$ cat config.mk
export PLATFORM = sky130hd
export DESIGN_NAME = rc_servo_pwm_decoder_xy
export DESIGN_NICKNAME = d
export VERILOG_FILES = /design/src/rtl/rc_servo_pwm_decoder_xy.sv
export SDC_FILE = /design/constraint.sdc
export NUM_CORES = 1
export LEC_CHECK = 0
export CAP_MARGIN = 20
export CORE_ASPECT_RATIO = 1.25
export CORE_UTILIZATION = 40
export DETAILED_ROUTE_END_ITERATION = 10
export SYNTH_ARGS = -nofsm -noshare
export SYNTH_HDL_FRONTEND = slang
export SYNTH_SLANG_ARGS = --single-unit
$ cat constraint.sdc
create_clock -name clk -period 3.66 [get_ports clk]
set_input_delay 1.098 -clock clk [delete_from_list [all_inputs] [get_ports clk]]
set_output_delay 1.098 -clock clk [all_outputs]
set_load 0.03 [all_outputs]
$ cat src/rtl/rc_servo_pwm_decoder_xy.sv
// Two-channel RC servo PWM receiver: measures pulse high time per channel and
// converts it to an 8-bit position with an update strobe and a link-lock flag.

// state  | meaning
// IDLE   | waiting for a rising edge on the synchronized pin
// HIGH   | pulse in progress, prescaler and tick count running
// OVER   | pulse exceeded MAX_VALID, waiting for fall and discarding it
module rc_pwm_chan #(
  parameter int DIV         = 39,
  parameter int MIN_TICKS   = 256,
  parameter int MIN_VALID   = 192,
  parameter int MAX_VALID   = 576,
  parameter int TIMEOUT_CYC = 250000
) (
  input  logic       clk,
  input  logic       rst_n,
  input  logic       i_ena,
  input  logic       i_pwm,
  output logic [7:0] o_pos,
  output logic       o_upd,
  output logic       o_lock
);

  localparam int                 PW       = (DIV > 1) ? $clog2(DIV) : 1;
  localparam logic [PW-1:0]      PSC_LAST = PW'(DIV - 1);
  localparam logic [9:0]         MINV     = 10'(MIN_VALID);
  localparam logic [9:0]         MAXV     = 10'(MAX_VALID);
  localparam logic signed [10:0] MIN_S    = 11'(MIN_TICKS);
  localparam logic [17:0]        TO_LAST  = 18'(TIMEOUT_CYC);

  typedef enum logic [1:0] {S_IDLE, S_HIGH, S_OVER} state_t;

  state_t             r_state;
  logic               r_s1, r_s2, r_prev;
  logic [PW-1:0]      r_psc;
  logic [9:0]         r_tcnt;
  logic [17:0]        r_to_cnt;
  logic [7:0]         r_pos;
  logic               r_upd, r_lock;

  logic               w_rise, w_fall, w_psc_wrap, w_accept;
  logic [9:0]         w_tcnt_nxt;
  logic signed [10:0] w_diff;
  logic [7:0]         w_pos_nxt;

  // The fall cycle itself still advances the prescaler, so the evaluated
  // count is floor(H/DIV) with H the number of high samples on the pin.
  always_comb begin
    w_rise     = r_s2 & ~r_prev;
    w_fall     = ~r_s2 & r_prev;
    w_psc_wrap = (r_psc == PSC_LAST);
    w_tcnt_nxt = r_tcnt;
    if (w_psc_wrap && (r_tcnt != 10'h3FF)) w_tcnt_nxt = r_tcnt + 10'd1;
    w_diff   = $signed({1'b0, w_tcnt_nxt}) - MIN_S;
    w_accept = (w_tcnt_nxt >= MINV) && (w_tcnt_nxt <= MAXV);
    if (w_diff[10])              w_pos_nxt = 8'd0;
    else if (w_diff > 11'sd255)  w_pos_nxt = 8'hFF;
    else                         w_pos_nxt = w_diff[7:0];
  end

  always_ff @(posedge clk) begin
    if (!rst_n) begin
      r_s1     <= 1'b1;
      r_s2     <= 1'b1;
      r_prev   <= 1'b1;
      r_state  <= S_IDLE;
      r_psc    <= '0;
      r_tcnt   <= '0;
      r_to_cnt <= '0;
      r_pos    <= 8'h80;
      r_upd    <= 1'b0;
      r_lock   <= 1'b0;
    end else begin
      r_s1   <= i_pwm;
      r_s2   <= r_s1;
      r_prev <= r_s2;
      r_upd  <= 1'b0;
      if (!i_ena) begin
        r_state  <= S_IDLE;
        r_psc    <= '0;
        r_tcnt   <= '0;
        r_to_cnt <= '0;
      end else begin
        if (r_to_cnt == TO_LAST) r_lock   <= 1'b0;
        else                     r_to_cnt <= r_to_cnt + 18'd1;
        case (r_state)
          S_IDLE: begin
            if (w_rise) begin
              r_state <= S_HIGH;
              r_psc   <= '0;
              r_tcnt  <= '0;
            end
          end
          S_HIGH: begin
            r_psc  <= w_psc_wrap ? '0 : r_psc + PW'(1);
            r_tcnt <= w_tcnt_nxt;
            if (w_fall) begin
              r_state <= S_IDLE;
              if (w_accept) begin
                r_pos    <= w_pos_nxt;
                r_upd    <= 1'b1;
                r_lock   <= 1'b1;
                r_to_cnt <= '0;
              end
            end else if (w_tcnt_nxt > MAXV) begin
              r_state <= S_OVER;
            end
          end
          S_OVER: begin
            if (w_fall) r_state <= S_IDLE;
          end
          default: r_state <= S_IDLE;
        endcase
      end
    end
  end

  assign o_pos  = r_pos;
  assign o_upd  = r_upd;
  assign o_lock = r_lock;

endmodule

module rc_servo_pwm_decoder_xy #(
  parameter int DIV         = 39,
  parameter int MIN_TICKS   = 256,
  parameter int MIN_VALID   = 192,
  parameter int MAX_VALID   = 576,
  parameter int TIMEOUT_CYC = 250000
) (
  input  logic       clk,
  input  logic       rst_n,
  input  logic       ena,
  input  logic       pwm_x_i,
  input  logic       pwm_y_i,
  output logic [7:0] pos_x_o,
  output logic [7:0] pos_y_o,
  output logic       upd_x_o,
  output logic       upd_y_o,
  output logic       lock_x_o,
  output logic       lock_y_o
);

  rc_pwm_chan #(
    .DIV(DIV), .MIN_TICKS(MIN_TICKS), .MIN_VALID(MIN_VALID),
    .MAX_VALID(MAX_VALID), .TIMEOUT_CYC(TIMEOUT_CYC)
  ) u_chan_x (
    .clk(clk), .rst_n(rst_n), .i_ena(ena), .i_pwm(pwm_x_i),
    .o_pos(pos_x_o), .o_upd(upd_x_o), .o_lock(lock_x_o)
  );

  rc_pwm_chan #(
    .DIV(DIV), .MIN_TICKS(MIN_TICKS), .MIN_VALID(MIN_VALID),
    .MAX_VALID(MAX_VALID), .TIMEOUT_CYC(TIMEOUT_CYC)
  ) u_chan_y (
    .clk(clk), .rst_n(rst_n), .i_ena(ena), .i_pwm(pwm_y_i),
    .o_pos(pos_y_o), .o_upd(upd_y_o), .o_lock(lock_y_o)
  );

endmodule

==> results.cfg, run 1 <==
[timing]
f_max_ghz = 0.303
layout_min_cycle_time_ps = 3300
worst_pin_slew_ps = 664
final-setup-viol-count = 0
final-hold-violation-count = 0
slew_viol_final = 0
setup_repair_after_global_routing_missed_its_margin = false
timing.final.ws_setup_ps = 363
slew-limit-headroom_pct = 55.6
finClkSkew_ps = 6.78
finalSetupTns_ps = 0
timing.final.crit_share_pct = 90.1

[setup_path]
critical-path-top-delay-family = simple AND/OR/NAND/NOR gates
timing.critical_path.slowest_cell_delay_ps = 400
crit_buf_inv = 1
worstPathArrival_ps = 3570
crit_path_cell_trace = inv_1 > ha_1 > and4_1 > and3_4 > o21ai_0 > nor2_1 > xor2_2 > ha_1 > o211ai_1 > and4bb_4 > o2111ai_4 > or3_4 > o21ai_2
crit_path_max_fanout = 7
setup.worst_path.class = register to register
worst_r2r_startpoint = u_chan_x.r_psc[0]
critical_path.most_common_cell = ha_1
cpMaxStageDelayCell = or3_4
worst_setup_path_start_kind = register
crit_start = u_chan_x.r_psc[0]
crit_required_ps = 3930
worstSetupEndpointType = register

[floorplanning]
core.rowCount = 46
die-width_um = 104
core_um2 = 12700
ioPinCount = 25
die_footprint_um2 = 13500
initial_utilization_pct = 41.1
die_h_um = 130

[clock_tree]
clock_network_latency_to_the_later_pin_of_the_worst_skew_pair_ps = 340
clk_pin_slew_worst_paths_ps = 70
cts.sink_count = 98
cts_htree_levels = 3
numCtsBuffers = 9
root_buffer = clkbuf_16
clk_path_buf_depth = 2
cts_tree = done
hold_buffers = 0

[grt]
groute.usage.overall_pct = 18.1
grt_max_degree = 20
initial_antenna_violation_count = 0
gr-usage-met1_pct = 21.5
number_of_global_route_vias_before_repair = 4190
grt_first_pass_wirelength_mm = 19.9
groute.layer.met2.usage_pct = 31.9
grtUsageMet3_pct = 3.97
grt-ovfl-total = 0
globalRoute.busiestLayer = met2

[power]
power.density_cell_area_nw_per_um2 = 333
total_leakage_power_nw = 1.97
vdd_drop_max_uv = 204

[job]
maxCapViolCount = 0

[synthesis]
leading_area_contributor_after_synthesis = dfxtp_1
synth.ff_latch_count = 98
synth-async-reset-ratio_pct = 0
synth.yosys.warnings = 0
synthesis.instances = 629
synth.most_common_cell = nor2_1
synth.yosys.seq_area_share_pct = 37.7
syn-mean-instance-area_um2 = 8.27
synth.top_cell.area_share_pct = 37.7
synth_edf_count = 0
synth_nets = 655
synth_ff_type = dfxtp_1
synthesis.area_um2 = 5200
synth_area_leaders = dfxtp_1, nor2_1, ha_1
ys_top_cells_by_count = nor2_1, dfxtp_1, a21oi_1, nand2_1, nand3_1
distinct_cell_type_count_of_the_synthesized_netlist = 68

[route]
vias_per_cell = 5.33
num_vias = 4427
detailedRoute.firstIterationViolations = 173
postRouteAntennaNets = 0
wire_per_inst_um = 14.2
drc_violation_count_after_routing = 0
detailedRoute.firstPassIterationCount = 4
detail_route.wirelength_mm = 11.8

[cells_and_area]
area_added_between_synthesis_and_finish_pct = 15.2
diodes = 0
design.final.nets = 684
post_route_cells_drive_above_1_share_pct = 9.65

[hold_path]
hold_path.class = register to register
hold_start = u_chan_y.r_s1

[place]
placement.io_buffers = 24
dp.final_hpwl_mm = 8.42
pre_cts_ws_ps = 283
gpl.final_weighted_congestion = 0.883

[status]
status = complete, no violations
[path summary, 6_finish.rpt]
path	slack, ps	depth (start not counted)	to
worst max-delay path	360	13	u_chan_x.o_pos[1]
worst min-delay path	410	1	u_chan_y.r_s2
worst max register to register	360	13	u_chan_x.o_pos[1]
worst min register to register	410	1	u_chan_y.r_s2
[sequential cells by signal, indices dropped and copies added (netlist names)]
name,cells
u_chan_x.o_lock,1
u_chan_x.o_pos,8
u_chan_x.o_upd,1
u_chan_x.r_prev,1
u_chan_x.r_psc,6
u_chan_x.r_s1,1
u_chan_x.r_s2,1
u_chan_x.r_state,2
u_chan_x.r_tcnt,10
u_chan_x.r_to_cnt,18
u_chan_y.o_lock,1
u_chan_y.o_pos,8
u_chan_y.o_upd,1
u_chan_y.r_prev,1
u_chan_y.r_psc,6
u_chan_y.r_s1,1
u_chan_y.r_s2,1
u_chan_y.r_state,2
u_chan_y.r_tcnt,10
u_chan_y.r_to_cnt,18
[metal layers]
layer | wire length [um] | share of wire (%)
met5 | 0 | 0
met4 | 100 | 0.85
met3 | 470 | 4.0
met2 | 5860 | 50
met1 | 5330 | 45
[report_power, final]
group	switching, mW	internal, mW	total [mW]
clock	0.405	0.459	0.864
sequential	0.00426	1.07	1.08
combinational	0.0358	0.0189	0.0548
total	0.445	1.55	1.99
[cell type report]
type                            count  area, um2
Timing Repair Buffer               43        383
Clock buffer                        9        225
Clock inverter                      7       45.0
Inverter                           24       90.1
Multi-Input combinational cell    482       3080
Tap cell                          168        210
Sequential cell                    98       1960
Fill cell                        1240       6670
[cells in the final DEF (no fill, tap or decap), types with 5 or more instances in the layout]
master / synthesis / layout
a211o_1: 7 / 7
a21oi_1: 48 / 48
a22oi_1: 5 / 5
and3_1: 14 / 14
and4_1: 5 / 5
buf_4: 1 / 19
clkbuf_16: 0 / 9
clkdlybuf4s50_1: 0 / 24
dfxtp_1: 98 / 98
ha_1: 21 / 21
inv_1: 24 / 24
mux2i_1: 13 / 13
nand2_1: 42 / 42
nand2b_1: 12 / 12
nand3_1: 35 / 35
nand4_1: 14 / 14
nand4b_1: 6 / 6
nor2_1: 108 / 108
nor2b_1: 6 / 6
nor3_1: 13 / 13
nor4_1: 6 / 6
o21ai_0: 18 / 18
or3_1: 5 / 5
xnor2_1: 23 / 23
xor2_1: 13 / 12
[kinds of logic (layout without fill, tap and decap cells)]
group | count (synthesis) | in the layout | synth area share, %
flops | 98 | 98 | 37.7
compound gates | 114 | 115 | 14.5
mux | 16 | 16 | 3.37
buf+inv | 50 | 83 | 3.85
xor+xnor | 36 | 36 | 6.06
fa+ha+maj | 21 | 21 | 5.05
simple gates | 294 | 294 | 29.5
[what timing repair did]
action	4_1_cts	5_1_grt
endpoints found under the hold margin	0	0
setup endpoints to repair	0	8
gates resized for setup	0	3
setup buffers	0	4
[through the flow]
stage                     total power [mW]  utilization [%]  cells  hold slack (ps)  area [um2]
final                                 1.99             47.3    831              409        5990
after CTS                             2.03             46.7    825              414        5920
after global routing                  2.07             47.3    831              442        5990
after global placement                1.15             44.5    808              395        5640
after detailed placement              1.15             44.6    809              397        5650
after floorplan                       1.13                -    629              386        5200
Power figures use the tool's default switching activity.
==> run 2: changes to the inputs <==
--- a/config.mk
+++ b/config.mk
@@ -6,7 +6,8 @@
 export NUM_CORES = 1
 export LEC_CHECK = 0
 export CAP_MARGIN = 20
-export CORE_ASPECT_RATIO = 1.25
+export CORE_ASPECT_RATIO = 1.5
+export CORE_MARGIN = 1
 export CORE_UTILIZATION = 40
 export DETAILED_ROUTE_END_ITERATION = 10
 export SYNTH_ARGS = -nofsm -noshare
==> results.cfg, run 2 (synthesis results as in run 1) <==
[place]
gpl.final_weighted_congestion = 0.887
placedInstanceArea_um2 = 5610
dp.final_hpwl_mm = 8.62
placement.io_buffers = 24
number_of_cells_after_detailed_placement = 794

[cells_and_area]
finish.cell_count_without_fillers = 814
final_core_util_pct = 47.1
n_fill_cell = 1237
mostFrequentLayoutCells = nor2_1, dfxtp_1, a21oi_1
design.final.nets = 680
area_added_between_synthesis_and_finish_pct = 13.9
layout_top_registers = u_chan_x.r_to_cnt (18), u_chan_y.r_to_cnt (18)
diodes = 0
final_common_cell = nor2_1
final_area_um2 = 5920
area_of_the_multi_input_gates_um2 = 3040
post_route_cells_drive_above_1_share_pct = 8.66
layout.area.seq_um2 = 1960

[clock_tree]
post_cts_sizing_count = 0
cts_post_setup_buffers_inserted = 0
numCtsBuffers = 9
cts.sink_count = 98
hold_buffers = 0
clock_network_latency_to_the_later_pin_of_the_worst_skew_pair_ps = 350
cts_tree = done
root_buffer = clkbuf_16
clk_pin_slew_worst_paths_ps = 70
cts_htree_levels = 3
clk_path_buf_depth = 2

[timing]
slew_viol_final = 0
final-setup-viol-count = 0
hold_slack_ps = 430
slew-limit-headroom_pct = 41.4
final-hold-violation-count = 0
finClkSkew_ps = 12.8
timing.final.crit_share_pct = 91.9
worst_pin_slew_ps = 870
layout_min_cycle_time_ps = 3360
f_max_ghz = 0.297

[power]
totalPowerFinal_mw = 2.02
power.density_cell_area_nw_per_um2 = 341
total_leakage_power_nw = 1.95
vdd_drop_max_uv = 203

[setup_path]
crit_required_ps = 3950
crit_path_max_fanout = 14
timing.critical_path.slowest_cell_delay_ps = 490
critical_path.most_common_cell = ha_1
worstPathArrival_ps = 3650
crit_start = u_chan_x.r_tcnt[0]
setup.worst_path.class = register to register
worst_setup_path_start_kind = register
crit_path_cell_trace = ha_1 > and4_1 > nand4_1 > a21oi_1 > inv_1 > ha_1 > a211oi_1 > o2111ai_4 > or3_4 > o21ai_2
cpMaxStageDelayCell = a211oi_1
worst_r2r_startpoint = u_chan_x.r_tcnt[0]
r2r_slack_ps = 300
worstSetupEndpointType = register

[hold_path]
hold_start = u_chan_y.r_s1
hold_path.class = register to register

[grt]
initial_antenna_violation_count = 0
number_of_global_route_vias_before_repair = 4294
groute.usage.overall_pct = 18.5
grt-ovfl-total = 0
grt_max_degree = 24
grt_first_pass_wirelength_mm = 19.7

[floorplanning]
die_h_um = 142
initial_utilization_pct = 41.4
ioPinCount = 25
core_um2 = 12600
die_footprint_um2 = 13500
die-width_um = 95.1
core.rowCount = 50

[status]
status = complete, no violations

[route]
wire_per_inst_um = 14.5
vias_per_cell = 5.45
num_vias = 4440
detailedRoute.firstIterationViolations = 154
detailedRoute.firstPassIterationCount = 4
detail_route.wirelength_mm = 11.8
drc_violation_count_after_routing = 0
postRouteAntennaNets = 0

[job]
maxCapViolCount = 0
==> run 2: final cells by class <==
class,instances,area share (%)
multi-input cells,481,51.3
flip-flops and latches,98,33.1
repair buffers,40,6.08
clock buffers,9,3.80
well taps,156,3.29
inverters,24,1.52
clock inverters,6,0.866
==> run 2: where the power goes <==
part | total, mW | internal [mW] | leakage [nW] | switching [mW]
combinational | 0.0541 | 0.0182 | 1.03 | 0.0358
clock | 0.892 | 0.468 | 0.132 | 0.424
sequential | 1.08 | 1.07 | 0.791 | 0.00455
total | 2.02 | 1.56 | 1.95 | 0.464
==> run 2: path summary, 6_finish.rpt <==
path / end / depth (start not counted)
worst min register to register: u_chan_y.r_s2 / 1
worst min-delay path: u_chan_y.r_s2 / 1
worst max-delay path: u_chan_x.o_pos[1] / 10
worst max register to register: u_chan_x.o_pos[1] / 10
==> run 2: per-layer routing <==
metal	track usage, %	wire, um	share of wire (%)	vias up
li1	-	-	-	2263
met1	20.1	4880	41	2081
met2	33.5	6200	53	75
met3	3.38	333	2.8	21
met4	9.09	358	3.0	0
met5	0	0	0	-
==> run 2: worst max-delay path: cells and delay by family, from the launching register on <==
kind                     cells  cell delay (ps)
buffers and inverters        1              160
adder cells (fa/ha/maj)      2              500
AO/OA/AOI/OAI                4             1340
flip-flops                   1              470
AND/OR/NAND/NOR              3              820
==> run 2: stage by stage <==
stage / setup slack, ps / TNS [ps]
final: 298 / 0
after global placement: 402 / 0
after floorplan: 645 / 0
after CTS: 261 / 0
after global routing: -2.36 / -2.36
after detailed placement: 281 / 0
==> run 3: changes to the inputs <==
--- a/config.mk
+++ b/config.mk
@@ -8,7 +8,7 @@
 export CAP_MARGIN = 20
 export CORE_ASPECT_RATIO = 1.5
 export CORE_MARGIN = 1
-export CORE_UTILIZATION = 40
+export CORE_UTILIZATION = 31
 export DETAILED_ROUTE_END_ITERATION = 10
 export SYNTH_ARGS = -nofsm -noshare
 export SYNTH_HDL_FRONTEND = slang
==> constraint.sdc (replaced) <==
create_clock -name clk -period 3.35 [get_ports clk]
set_input_delay 1.005 -clock clk [delete_from_list [all_inputs] [get_ports clk]]
set_output_delay 1.005 -clock clk [all_outputs]
set_load 0.03 [all_outputs]
==> results.cfg, run 3 (synthesis results as in run 1) <==
[timing]
slew-limit-headroom_pct = 63.0
timing.final.crit_share_pct = 92.9
final-setup-viol-count = 0
worst_pin_slew_ps = 539
layout_min_cycle_time_ps = 3110
finClkSkew_ps = 10.9
slew_viol_final = 0
finalSetupTns_ps = 0
f_max_ghz = 0.321
setup_repair_after_global_routing_missed_its_margin = false
final-hold-violation-count = 0

[cells_and_area]
layout_top_registers = u_chan_x.r_to_cnt (18), u_chan_y.r_to_cnt (18)
final_common_cell = nor2_1
area_added_between_synthesis_and_finish_pct = 19.0
n_fill_cell = 1671
area_of_the_multi_input_gates_um2 = 3090
mostFrequentLayoutCells = nor2_1, dfxtp_1, a21oi_1
post_route_cells_drive_above_1_share_pct = 11.4
design.final.nets = 695
layout.area.seq_um2 = 1960
diodes = 0
final_core_util_pct = 37.9

[setup_path]
worst_setup_path_start_kind = register
worstSetupEndpointType = register
crit_path_cell_trace = inv_1 > ha_2 > and4_2 > and3_4 > o21ai_1 > nor2_1 > xor2_2 > ha_1 > o211ai_1 > and4bb_4 > o2111ai_4 > or3_4 > o21ai_2
crit_path_max_fanout = 8
timing.critical_path.slowest_cell_delay_ps = 400
crit_buf_inv = 1
crit_required_ps = 3630
cpMaxStageDelayCell = or3_4
worstPathArrival_ps = 3390
setup.worst_path.class = register to register
critical-path-top-delay-family = simple AND/OR/NAND/NOR gates

[route]
vias_per_cell = 5.07
drc_violation_count_after_routing = 0
wire_per_inst_um = 13.6
detailedRoute.firstPassIterationCount = 4
detailedRoute.firstIterationViolations = 102
postRouteAntennaNets = 0
num_vias = 4460
detail_route.wirelength_mm = 12.0

[clock_tree]
numCtsBuffers = 9
cts.sink_count = 98
cts_htree_levels = 3
clk_pin_slew_worst_paths_ps = 70
cts_tree = done
clk_path_buf_depth = 2
clock_network_latency_to_the_later_pin_of_the_worst_skew_pair_ps = 340
root_buffer = clkbuf_16

[status]
status = complete, no violations

[power]
p_switching_mw = 0.545
internal_power_mw = 1.79
totalPowerFinal_mw = 2.34
seq_power_share_pct = 50.2
power_frac_clock_pct = 47.1
power.density_cell_area_nw_per_um2 = 378
power.share.switching_pct = 23.3
vdd_drop_max_uv = 223
comb_power_share_pct = 2.6
total_leakage_power_nw = 2.05

[floorplanning]
core_um2 = 16300
die_footprint_um2 = 17300
die-width_um = 108
core.rowCount = 57
initial_utilization_pct = 31.9
die_h_um = 161
ioPinCount = 25

[grt]
grt_max_degree = 29
groute.usage.overall_pct = 14.7
grt-ovfl-total = 0
initial_antenna_violation_count = 0
grt_first_pass_wirelength_mm = 20.4
number_of_global_route_vias_before_repair = 4315

[place]
gpl.final_weighted_congestion = 0.860
placement.io_buffers = 24
dp.final_hpwl_mm = 8.70

[job]
maxCapViolCount = 0

[hold_path]
hold_path.class = register to register
## run 3: timing repair
action	in CTS	in global routing
endpoints found under the setup margin	0	12
resized for setup	0	8
setup buffers	0	3
hold buffers	0	0
## run 3: metal layers
| metal | up-vias | GRT usage (%) | wire length (um) |
|---|---|---|---|
| met5 | - | 0 | 0 |
| met4 | 0 | 6.85 | 296 |
| met1 | 2078 | 16.7 | 5240 |
| li1 | 2295 | - | - |
| met3 | 18 | 2.52 | 263 |
| met2 | 69 | 26.1 | 6170 |
## run 3: power groups by stage
stage,registers [mW],logic [mW],clock network [mW]
2_1_floorplan,1.20,0.0381,0
3_3_place_gp,1.20,0.0611,0
3_5_place_dp,1.20,0.0612,0
4_1_cts,1.17,0.0613,1.13
5_1_grt,1.18,0.0689,1.19
6_report,1.17,0.0610,1.10
## run 3: final cells by class
cell class	instances	area share [%]
Multi-Input combinational cell	482	50.0
Tap cell	206	4.16
Clock inverter	7	1.52
Timing Repair Buffer	54	7.52
Inverter	24	1.46
Clock buffer	9	3.64
Sequential cell	98	31.7
## run 3: metrics by stage
step                      instance area [um2]  std cells  hold WS, ps  setup slack (ps)
after floorplan                          5200        629          386               335
after global placement                   5790        860          392               178
after detailed placement                 5790        860          399              80.3
after CTS                                6110        876          420              54.7
after global routing                     6190        880          428              22.8
final                                    6190        880          414               236
## run 3: path summary, 6_finish.rpt
path	startpoint	to	slack (ps)	cells after the start
max reg2reg	u_chan_x.r_psc[0]	u_chan_x.o_pos[1]	240	13
min reg2reg	u_chan_y.r_s1	u_chan_y.r_s2	410	1
max	u_chan_x.r_psc[0]	u_chan_x.o_pos[1]	240	13
min	u_chan_y.r_s1	u_chan_y.r_s2	410	1
